**config.mk**
```make
export PLATFORM = sky130hd
export DESIGN_NAME = rgb_sequencer_flat
export DESIGN_NICKNAME = d
export VERILOG_FILES = /design/src/rtl/rgb_sequencer_if.sv /design/src/rtl/rgb_sequencer.sv /design/src/flat_wrapper.sv
export SDC_FILE = /design/constraint.sdc
export NUM_CORES = 1
export LEC_CHECK = 0
export ABC_AREA = 0
export BUFFER_PORTS_ARGS = -buffer_cell sky130_fd_sc_hd__buf_2
export CAP_MARGIN = 25
export CORE_AREA = 2 2 58 60
export CTS_BUF_LIST = sky130_fd_sc_hd__clkbuf_4 sky130_fd_sc_hd__clkbuf_8
export CTS_CLUSTER_DIAMETER = 40
export CTS_CLUSTER_SIZE = 30
export DETAILED_ROUTE_END_ITERATION = 6
export DIE_AREA = 0 0 60 62
export PLACE_DENSITY = 0.52
export SETUP_SLACK_MARGIN = 0.5
export SKIP_CTS_REPAIR_TIMING = 1
export SYNTH_ARGS = -nofsm -noshare
export SYNTH_HDL_FRONTEND = slang
export SYNTH_SLANG_ARGS = --single-unit
```
**constraint.sdc**
```tcl
create_clock -name clk -period 3.3 [get_ports clk]
set_input_delay 0.66 -clock clk [delete_from_list [all_inputs] [get_ports clk]]
set_output_delay 0.66 -clock clk [all_outputs]
set_load 0.005 [all_outputs]
```
**src/rtl/rgb_sequencer_if.sv**
```systemverilog
// Handshake and colour-select bundle between a controlling harness and
// the RGB sequencer.
interface rgb_sequencer_if #(
    parameter int PWM_BITS = 4
);
    logic                start;
    logic                stop;
    logic                loop;
    logic [PWM_BITS-1:0] brightness;
    logic                a;
    logic                b;
    logic                c;
    logic [1:0]          step;
    logic                busy;
    logic                done;

    // The controlling side drives the requests and watches the status.
    modport master (
        output start, stop, loop, brightness,
        input  a, b, c, step, busy, done
    );

    // The sequencer consumes requests and drives the colour lines.
    modport slave (
        input  start, stop, loop, brightness,
        output a, b, c, step, busy, done
    );
endinterface

```
**src/rtl/rgb_sequencer.sv**
```systemverilog
// Steps the a/b/c colour-select lines through a fixed four-step pattern.
// Each step is held for DWELL_CYCLES clocks and active lines are
// PWM-gated by a brightness value captured when the sequence starts.
module rgb_sequencer #(
    parameter int DWELL_CYCLES = 10,
    parameter int PWM_BITS     = 4
) (
    input  logic              clk,
    input  logic              rst_n,
    rgb_sequencer_if.slave    bus
);
    localparam int DW = (DWELL_CYCLES > 2) ? $clog2(DWELL_CYCLES) : 1;

    typedef enum logic {
        ST_IDLE,
        ST_RUN
    } state_t;

    state_t              r_state;
    logic [DW-1:0]       r_dwell_cnt;
    logic [PWM_BITS-1:0] r_pwm_cnt;
    logic [PWM_BITS-1:0] r_bright;
    logic                r_loop;
    logic [1:0]          r_step;
    logic                r_a;
    logic                r_b;
    logic                r_c;
    logic                r_busy;
    logic                r_done;

    logic                w_dwell_last;
    logic                w_last_step;
    logic [1:0]          w_step_next;
    logic [PWM_BITS-1:0] w_pwm_next;
    logic                w_pwm_on;
    logic [2:0]          w_abc_next;

    // Fixed colour pattern {a,b,c} for each step index.
    function automatic logic [2:0] f_pattern(input logic [1:0] s);
        logic [2:0] v;
        case (s)
            2'd0:    v = 3'b000;
            2'd1:    v = 3'b001;
            2'd2:    v = 3'b010;
            default: v = 3'b100;
        endcase
        return v;
    endfunction

    // Next-cycle step and PWM phase; the outputs are registered from these
    // so a/b/c change on the same edge as step and pwm_cnt.
    always_comb begin
        // NOTE: every signal gets a default first so no path leaves a value held, which would infer a latch.
        w_dwell_last = (r_dwell_cnt == DW'(DWELL_CYCLES - 1));
        w_last_step  = w_dwell_last && (r_step == 2'd3);
        w_step_next  = w_dwell_last ? r_step + 2'd1 : r_step;
        w_pwm_next   = r_pwm_cnt + PWM_BITS'(1);
        w_pwm_on     = (w_pwm_next < r_bright);
        w_abc_next   = f_pattern(w_step_next) & {3{w_pwm_on}};
    end

    // Sequencer FSM with registered outputs.
    always_ff @(posedge clk or negedge rst_n) begin
        // NOTE: state is updated with non-blocking assignments so every register samples pre-edge values.
        if (!rst_n) begin
            r_state     <= ST_IDLE;
            r_dwell_cnt <= '0;
            r_pwm_cnt   <= '0;
            r_bright    <= '0;
            r_loop      <= 1'b0;
            r_step      <= 2'd0;
            r_a         <= 1'b0;
            r_b         <= 1'b0;
            r_c         <= 1'b0;
            r_busy      <= 1'b0;
            r_done      <= 1'b0;
        end else begin
            case (r_state)
                ST_IDLE: begin
                    r_a    <= 1'b0;
                    r_b    <= 1'b0;
                    r_c    <= 1'b0;
                    r_step <= 2'd0;
                    r_busy <= 1'b0;
                    r_done <= 1'b0;
                    // start with stop also high is refused.
                    if (bus.start && !bus.stop) begin
                        r_bright    <= bus.brightness;
                        r_loop      <= bus.loop;
                        r_state     <= ST_RUN;
                        r_busy      <= 1'b1;
                        r_dwell_cnt <= '0;
                        r_pwm_cnt   <= '0;
                    end
                end
                ST_RUN: begin
                    if (bus.stop) begin
                        // Abort wins over any dwell expiry on this edge.
                        r_state     <= ST_IDLE;
                        r_busy      <= 1'b0;
                        r_done      <= 1'b0;
                        r_step      <= 2'd0;
                        r_a         <= 1'b0;
                        r_b         <= 1'b0;
                        r_c         <= 1'b0;
                        r_dwell_cnt <= '0;
                        r_pwm_cnt   <= '0;
                    end else if (w_last_step && !r_loop) begin
                        // Normal completion of a single pass.
                        r_state     <= ST_IDLE;
                        r_busy      <= 1'b0;
                        r_done      <= 1'b1;
                        r_step      <= 2'd0;
                        r_a         <= 1'b0;
                        r_b         <= 1'b0;
                        r_c         <= 1'b0;
                        r_dwell_cnt <= '0;
                        r_pwm_cnt   <= '0;
                    end else begin
                        r_pwm_cnt   <= w_pwm_next;
                        r_dwell_cnt <= w_dwell_last ? '0 : r_dwell_cnt + DW'(1);
                        r_step      <= w_step_next;
                        {r_a, r_b, r_c} <= w_abc_next;
                    end
                end
                default: r_state <= ST_IDLE;
            endcase
        end
    end

    assign bus.a    = r_a;
    assign bus.b    = r_b;
    assign bus.c    = r_c;
    assign bus.step = r_step;
    assign bus.busy = r_busy;
    assign bus.done = r_done;
endmodule

```
**src/flat_wrapper.sv**
```systemverilog
// flat-port wrapper written by rule: the top's interface ports become plain ports
module rgb_sequencer_flat 
#(
    parameter int DWELL_CYCLES = 10,
    parameter int PWM_BITS     = 4
)
  (clk, rst_n, bus_start, bus_stop, bus_loop, bus_brightness, bus_a, bus_b, bus_c, bus_step, bus_busy, bus_done);
  rgb_sequencer_if #(.PWM_BITS(PWM_BITS)) bus_i ();
  input  logic clk;
  input  logic rst_n;
  input wire logic [$bits(bus_i.start)-1:0] bus_start;
  input wire logic [$bits(bus_i.stop)-1:0] bus_stop;
  input wire logic [$bits(bus_i.loop)-1:0] bus_loop;
  input wire logic [$bits(bus_i.brightness)-1:0] bus_brightness;
  output wire logic [$bits(bus_i.a)-1:0] bus_a;
  output wire logic [$bits(bus_i.b)-1:0] bus_b;
  output wire logic [$bits(bus_i.c)-1:0] bus_c;
  output wire logic [$bits(bus_i.step)-1:0] bus_step;
  output wire logic [$bits(bus_i.busy)-1:0] bus_busy;
  output wire logic [$bits(bus_i.done)-1:0] bus_done;
  assign bus_i.start = bus_start;
  assign bus_i.stop = bus_stop;
  assign bus_i.loop = bus_loop;
  assign bus_i.brightness = bus_brightness;
  assign bus_a = bus_i.a;
  assign bus_b = bus_i.b;
  assign bus_c = bus_i.c;
  assign bus_step = bus_i.step;
  assign bus_busy = bus_i.busy;
  assign bus_done = bus_i.done;
  rgb_sequencer #(.DWELL_CYCLES(DWELL_CYCLES), .PWM_BITS(PWM_BITS)) u_core (.clk(clk), .rst_n(rst_n), .bus(bus_i));
endmodule
```
Word level (Yosys, flattened, before mapping). Cells that the tools add are included.

Memory bits (writable): 0. Input port bits: 9. ROM bits: 0. Register bits after elaboration: 21. Bits in latches: 0. Word-level logic and storage cells: 62. Memories kept: 0. Output and inout port bits: 7.

Reduce and logical (&&, ||, !) cells: 7. Equality and inequality tests: 6. Div/mod/pow operators: 0. Bitwise gates (word level): 2. Add/subtract/negate cells: 3. Mux-type cells: 32. $lt $le $gt $ge: 1. Shifts and indexed selects: 0. $mul: 0.

Operator list (count): $mux W4 (6); $pmux W4 S2 (2); $mux W1 (13); $pmux W1 S2 (6); $pmux W3 S3 (1); $add A4 B1 Y4 const B (2); $mux W2 (3); $eq A2 B2 Y1 const B (2); $eq A4 B4 Y1 const B (1); $lt A4 B4 Y1 (1); $pmux W2 S2 (1); $and A3 B3 Y3 (1); $logic_and A1 B1 Y1 (3); $ne A3 B3 Y1 const B (1); $add A2 B1 Y2 const B (1); $eq A2 B1 Y1 const B (1); $logic_not A1 Y1 (2); $logic_not A2 Y1 (1); $ne A2 B1 Y1 const B (1); $reduce_and A2 Y1 (1); $not A1 Y1 (1).

Depth between registers and ports, before layout.
Depth in word-level cells: 8. Depth in mapped cells: 7.

Least setup slack after synthesis. Ideal clock, no wire load.

Path kind: reg2reg. Start: reg u_core.r_pwm_cnt[0]. End: reg u_core.r_b (netlist: u_core.bus.b). Clock period less this slack: 1.772 ns. Setup time: 0.095 ns. Cell stages (with the launch flop): 7. Setup slack: 1.528 ns. Arrival time: 1.677 ns. Cell sequence: dfrtp_1 -> ha_1 -> nor2b_1 -> or2_2 -> ha_1 -> o211a_1 -> nor4b_2.

Cells in the longest elaborated chain, start to end: 6.

Ends and longest elaborated chain: start: declaration (RTL line rgb_sequencer.sv:21) `logic [PWM_BITS-1:0] r_pwm_cnt;`; start signal: assignment (RTL line rgb_sequencer.sv:120) `r_pwm_cnt <= w_pwm_next;`; $add A4 B1 Y4 (RTL line rgb_sequencer.sv:57) `w_pwm_next = r_pwm_cnt + PWM_BITS'(1);`; $lt A4 B4 Y1 (RTL line rgb_sequencer.sv:58) `w_pwm_on = (w_pwm_next < r_bright);`; $and A3 B3 Y3 (RTL line rgb_sequencer.sv:59) `w_abc_next = f_pattern(w_step_next) & {3{w_pwm_on}};`; $mux W1 (RTL line rgb_sequencer.sv:108) `end else if (w_last_step && !r_loop) begin`; $mux W1 (RTL line rgb_sequencer.sv:97) `if (bus.stop) begin`; $pmux W1 S2 (RTL line rgb_sequencer.sv:78) `case (r_state)`; end signal: assignment (RTL line rgb_sequencer.sv:123) `{r_a, r_b, r_c} <= w_abc_next;`; end: declaration (RTL line rgb_sequencer.sv:26) `logic r_b;`.

No other way between the ends. A chain may end at the register's enable or synchronous reset.

Final worst setup path.
Start: reg u_core.r_pwm_cnt[0]. End: reg u_core.r_a (netlist: u_core.bus.a).

Cells in the longest elaborated chain, start to end: 6.

Ends and longest elaborated chain: $add A4 B1 Y4 (RTL line rgb_sequencer.sv:57); $lt A4 B4 Y1 (RTL line rgb_sequencer.sv:58); $and A3 B3 Y3 (RTL line rgb_sequencer.sv:59); $mux W1 (RTL line rgb_sequencer.sv:108); $mux W1 (RTL line rgb_sequencer.sv:97); $pmux W1 S2 (RTL line rgb_sequencer.sv:78); end signal: assignment (RTL line rgb_sequencer.sv:123); end: declaration (RTL line rgb_sequencer.sv:25) `logic r_a;`.

No other way between the ends.

==> run metrics <==
vias in the first global route=about 730; Via density=4.662; Synth Cell Area=approximately 1000 sq um; status=finished, final reports clean; Max Root-Sink Buffers=2; nets=about 120; worst stage delay on the critical path=~0.43 ns; most used cell, CP=ha_1; kind of critical path=reg -> reg; DRT iter0 DRCs=6; layout cells sized above 1=between 20% and 30%; die area=3720 sq um; Post-Synth XOR/XNOR Area=between 3 and 4%; Required @ worst endpoint=approximately 3.5 ns; CP arrival=around 2.1 ns; Compound-Gate Fraction of Synth Area=12.02%; Post-Synth Adder-Cell Area=about 8.4%; Yosys cell types=33; clock latency on the worst-skew pair=0.30 ns; Setup Viol. Count Final=0; Peak VDD IR=about 0.21 mV; FP Rows=21; RSZ-0062 raised after global routing=no; FF-to-FF path depth=6; Initial Util=32.74%; Worst path slowest cell=dfrtp_1; worst min path class=in -> async; Peak Freq=around 530 MHz; launching point of the worst reg2reg path=u_core.r_pwm_cnt[0]; Port Buffers=15; largest family of logic cells by synthesized area=simple AND/OR/NAND/NOR gates; Area Overhead vs Synth=15.62%; I/O pin count=16; H-Tree Depth=1; Final period util=56.81%; cts bufs inserted=3; Rel. slew slack=between 60% and 70%; Seq cells post-synth=21; largest net degree at the start of global routing=22; initial antenna violation count=0; GRT Overall Usage=between 10 and 15%; Cell Pwr Density=about 440 nW/um^2; CP Depth=6; Max Slew Vio Count=0; CTS tree=built; Hold Fails Final Rpt=0; Clk pin slew, worst setup/hold paths=approximately 0.11 ns; Die X=roughly 60 microns; Slew @ Worst Pin=between 0.4 and 0.5 ns; core area=3179 sq um; CTS sink cnt=21; Routed WL=1.834 mm; fin crit period=1.875 ns; max_cap viols=0; HPWL after DPL=approximately 1.4 mm; Post-Synthesis Cells=between 80 and 90; CP Launch Type=flip-flop; crit path cell chain=ha_1 > nor2b_1 > or2_2 > ha_1 > o211a_1 > nor4_1; gp weighted congestion=~0.7; Final TNS setup=0 ns; Setup Skew=roughly 0.00047 ns; r2r setup slk=roughly 1.4 ns; routed length per instance=about 12 microns; Syn Area/Cell=between 10 and 15 sq um; mux share of post-synthesis cell area=8.654%; GRT overflow=0; residual DRC count=0; CTS root buffer=clkbuf_4; Antenna Nets Post-Route=0; first-pass GRT wire length=about 3.3 mm; worst hold slack=approximately 0.3 ns; Ant. Diodes=0; CP Capture Type=flip-flop; leak pwr=0.6208 nW; 1st-pass router iterations=2; vias=just over 700; CP max FO=4; Buf/Inv on CP=0; Reg2Reg Capture Point=u_core.bus.a; sequential-to-total area share from yosys stat=50.48%; CP delay by family, top=simple AND/OR/NAND/NOR gates; die height=just over 60 microns; Synth Area in Simple Gates=between 10 and 15%; post-synth net total=102; synth warn=0
## layer usage
layer | GRT usage [%] | routed length, microns | vias up | share of wire, %
li1 | - | - | 341 | -
met1 | 16.28 | 874 | 348 | 48
met2 | 19.10 | 866 | 11 | 47
met3 | 1.863 | 69 | 4 | 3.8
met4 | 5.714 | 23 | 0 | 1.3
met5 | 0 | 0 | - | 0
## synthesized netlist by cell type
master | number | area, sq um
dfrtp_1 | 21 | 525.5
inv_1 | 9 | 33.78
ha_1 | 7 | 87.58
mux2_2 | 5 | 56.30
nor2b_1 | 4 | 25.02
nand2b_1 | 3 | 18.77
nor2_1 | 3 | 11.26
o21ai_0 | 3 | 15.01
a21oi_1 | 2 | 10.01
mux2i_1 | 2 | 20.02
nand3_1 | 2 | 10.01
nor4b_2 | 2 | 30.03
o21a_1 | 2 | 15.01
o22ai_1 | 2 | 12.51
a21boi_0 | 1 | 7.510
a21o_1 | 1 | 7.510
a22o_1 | 1 | 8.760
and2b_1 | 1 | 7.510
mux2i_2 | 1 | 13.76
nand2_1 | 1 | 3.750
nand3b_4 | 1 | 20.02
nor2_2 | 1 | 6.260
nor4_1 | 1 | 6.260
o2111ai_1 | 1 | 8.760
o211a_1 | 1 | 10.01
o211ai_1 | 1 | 7.510
o21ai_1 | 1 | 5.000
o221ai_1 | 1 | 8.760
o2bb2ai_1 | 1 | 8.760
or2_2 | 1 | 6.260
xnor2_1 | 1 | 8.760
xor2_1 | 1 | 8.760
xor2_2 | 1 | 16.27
## power by group
| group | internal (mW) | total [mW] | switching [mW] |
|---|---|---|---|
| Sequential | 0.282 | 0.300 | 0.0182 |
| Combinational | 0.0447 | 0.0921 | 0.0474 |
| Clock | 0.0553 | 0.132 | 0.0764 |
| Total | 0.382 | 0.524 | 0.142 |
## layout by cell type (no fill, tap or decap), drive strengths merged, types with 3 or more instances in the layout
cell and n:
nor2 4, nand2b 3, mux2i 3, clkbuf 4
dfrtp 21, ha 7, inv 9, nor2b 4
buf 15, o21ai 4, mux2 5
## cell families (layout without fill, tap and decap cells)
logic type	after synthesis	after routing
and+or+nand+nor	20	20
AOI/OAI and AO/OA	18	18
adders and majority gates	7	7
DFF	21	21
buffers and inverters	9	28
xor gates and xnor gates	3	3
muxes	8	8
## worst max path at each step
stage	end	from
floorplan	u_core.bus.b	u_core.r_pwm_cnt[0]
global placement	u_core.bus.a	u_core.r_pwm_cnt[0]
detailed placement	u_core.bus.b	u_core.r_pwm_cnt[0]
CTS	u_core.bus.a	u_core.r_pwm_cnt[0]
global route	u_core.bus.a	u_core.r_pwm_cnt[0]
finish	u_core.bus.a	u_core.r_pwm_cnt[0]
## per-stage QoR
| stage | cells | power, mW | setup slack, ns | instance area, sq um | util [%] |
|---|---|---|---|---|---|
| floorplan | 86 | 0.3681 | 1.528 | 1041 | - |
| global placement | 147 | 0.3957 | 1.448 | 1174 | 36.91 |
| detailed placement | 147 | 0.4008 | 1.445 | 1174 | 36.91 |
| CTS | 151 | 0.5337 | 1.416 | 1204 | 37.86 |
| global route | 151 | 0.5594 | 1.246 | 1204 | 37.86 |
| finish | 151 | 0.5236 | 1.425 | 1204 | 37.86 |
## registers in the layout, summed over array words and instances, names as in the netlist
register	cells
u_core.bus.a	1
u_core.bus.b	1
u_core.bus.busy	1
u_core.bus.c	1
u_core.bus.done	1
u_core.bus.step	2
u_core.r_bright	4
u_core.r_dwell_cnt	4
u_core.r_loop	1
u_core.r_pwm_cnt	4
u_core.r_state	1
## area by class of cell
| class | count | area [sq um] |
|---|---|---|
| clock buffer | 4 | 30.03 |
| fill | 326 | 1976 |
| inverter | 9 | 33.78 |
| multi-input combinational | 56 | 481.7 |
| sequential | 21 | 525.5 |
| tap | 46 | 57.56 |
| timing repair buffer | 15 | 75.07 |
Power figures use the tool's default switching activity.
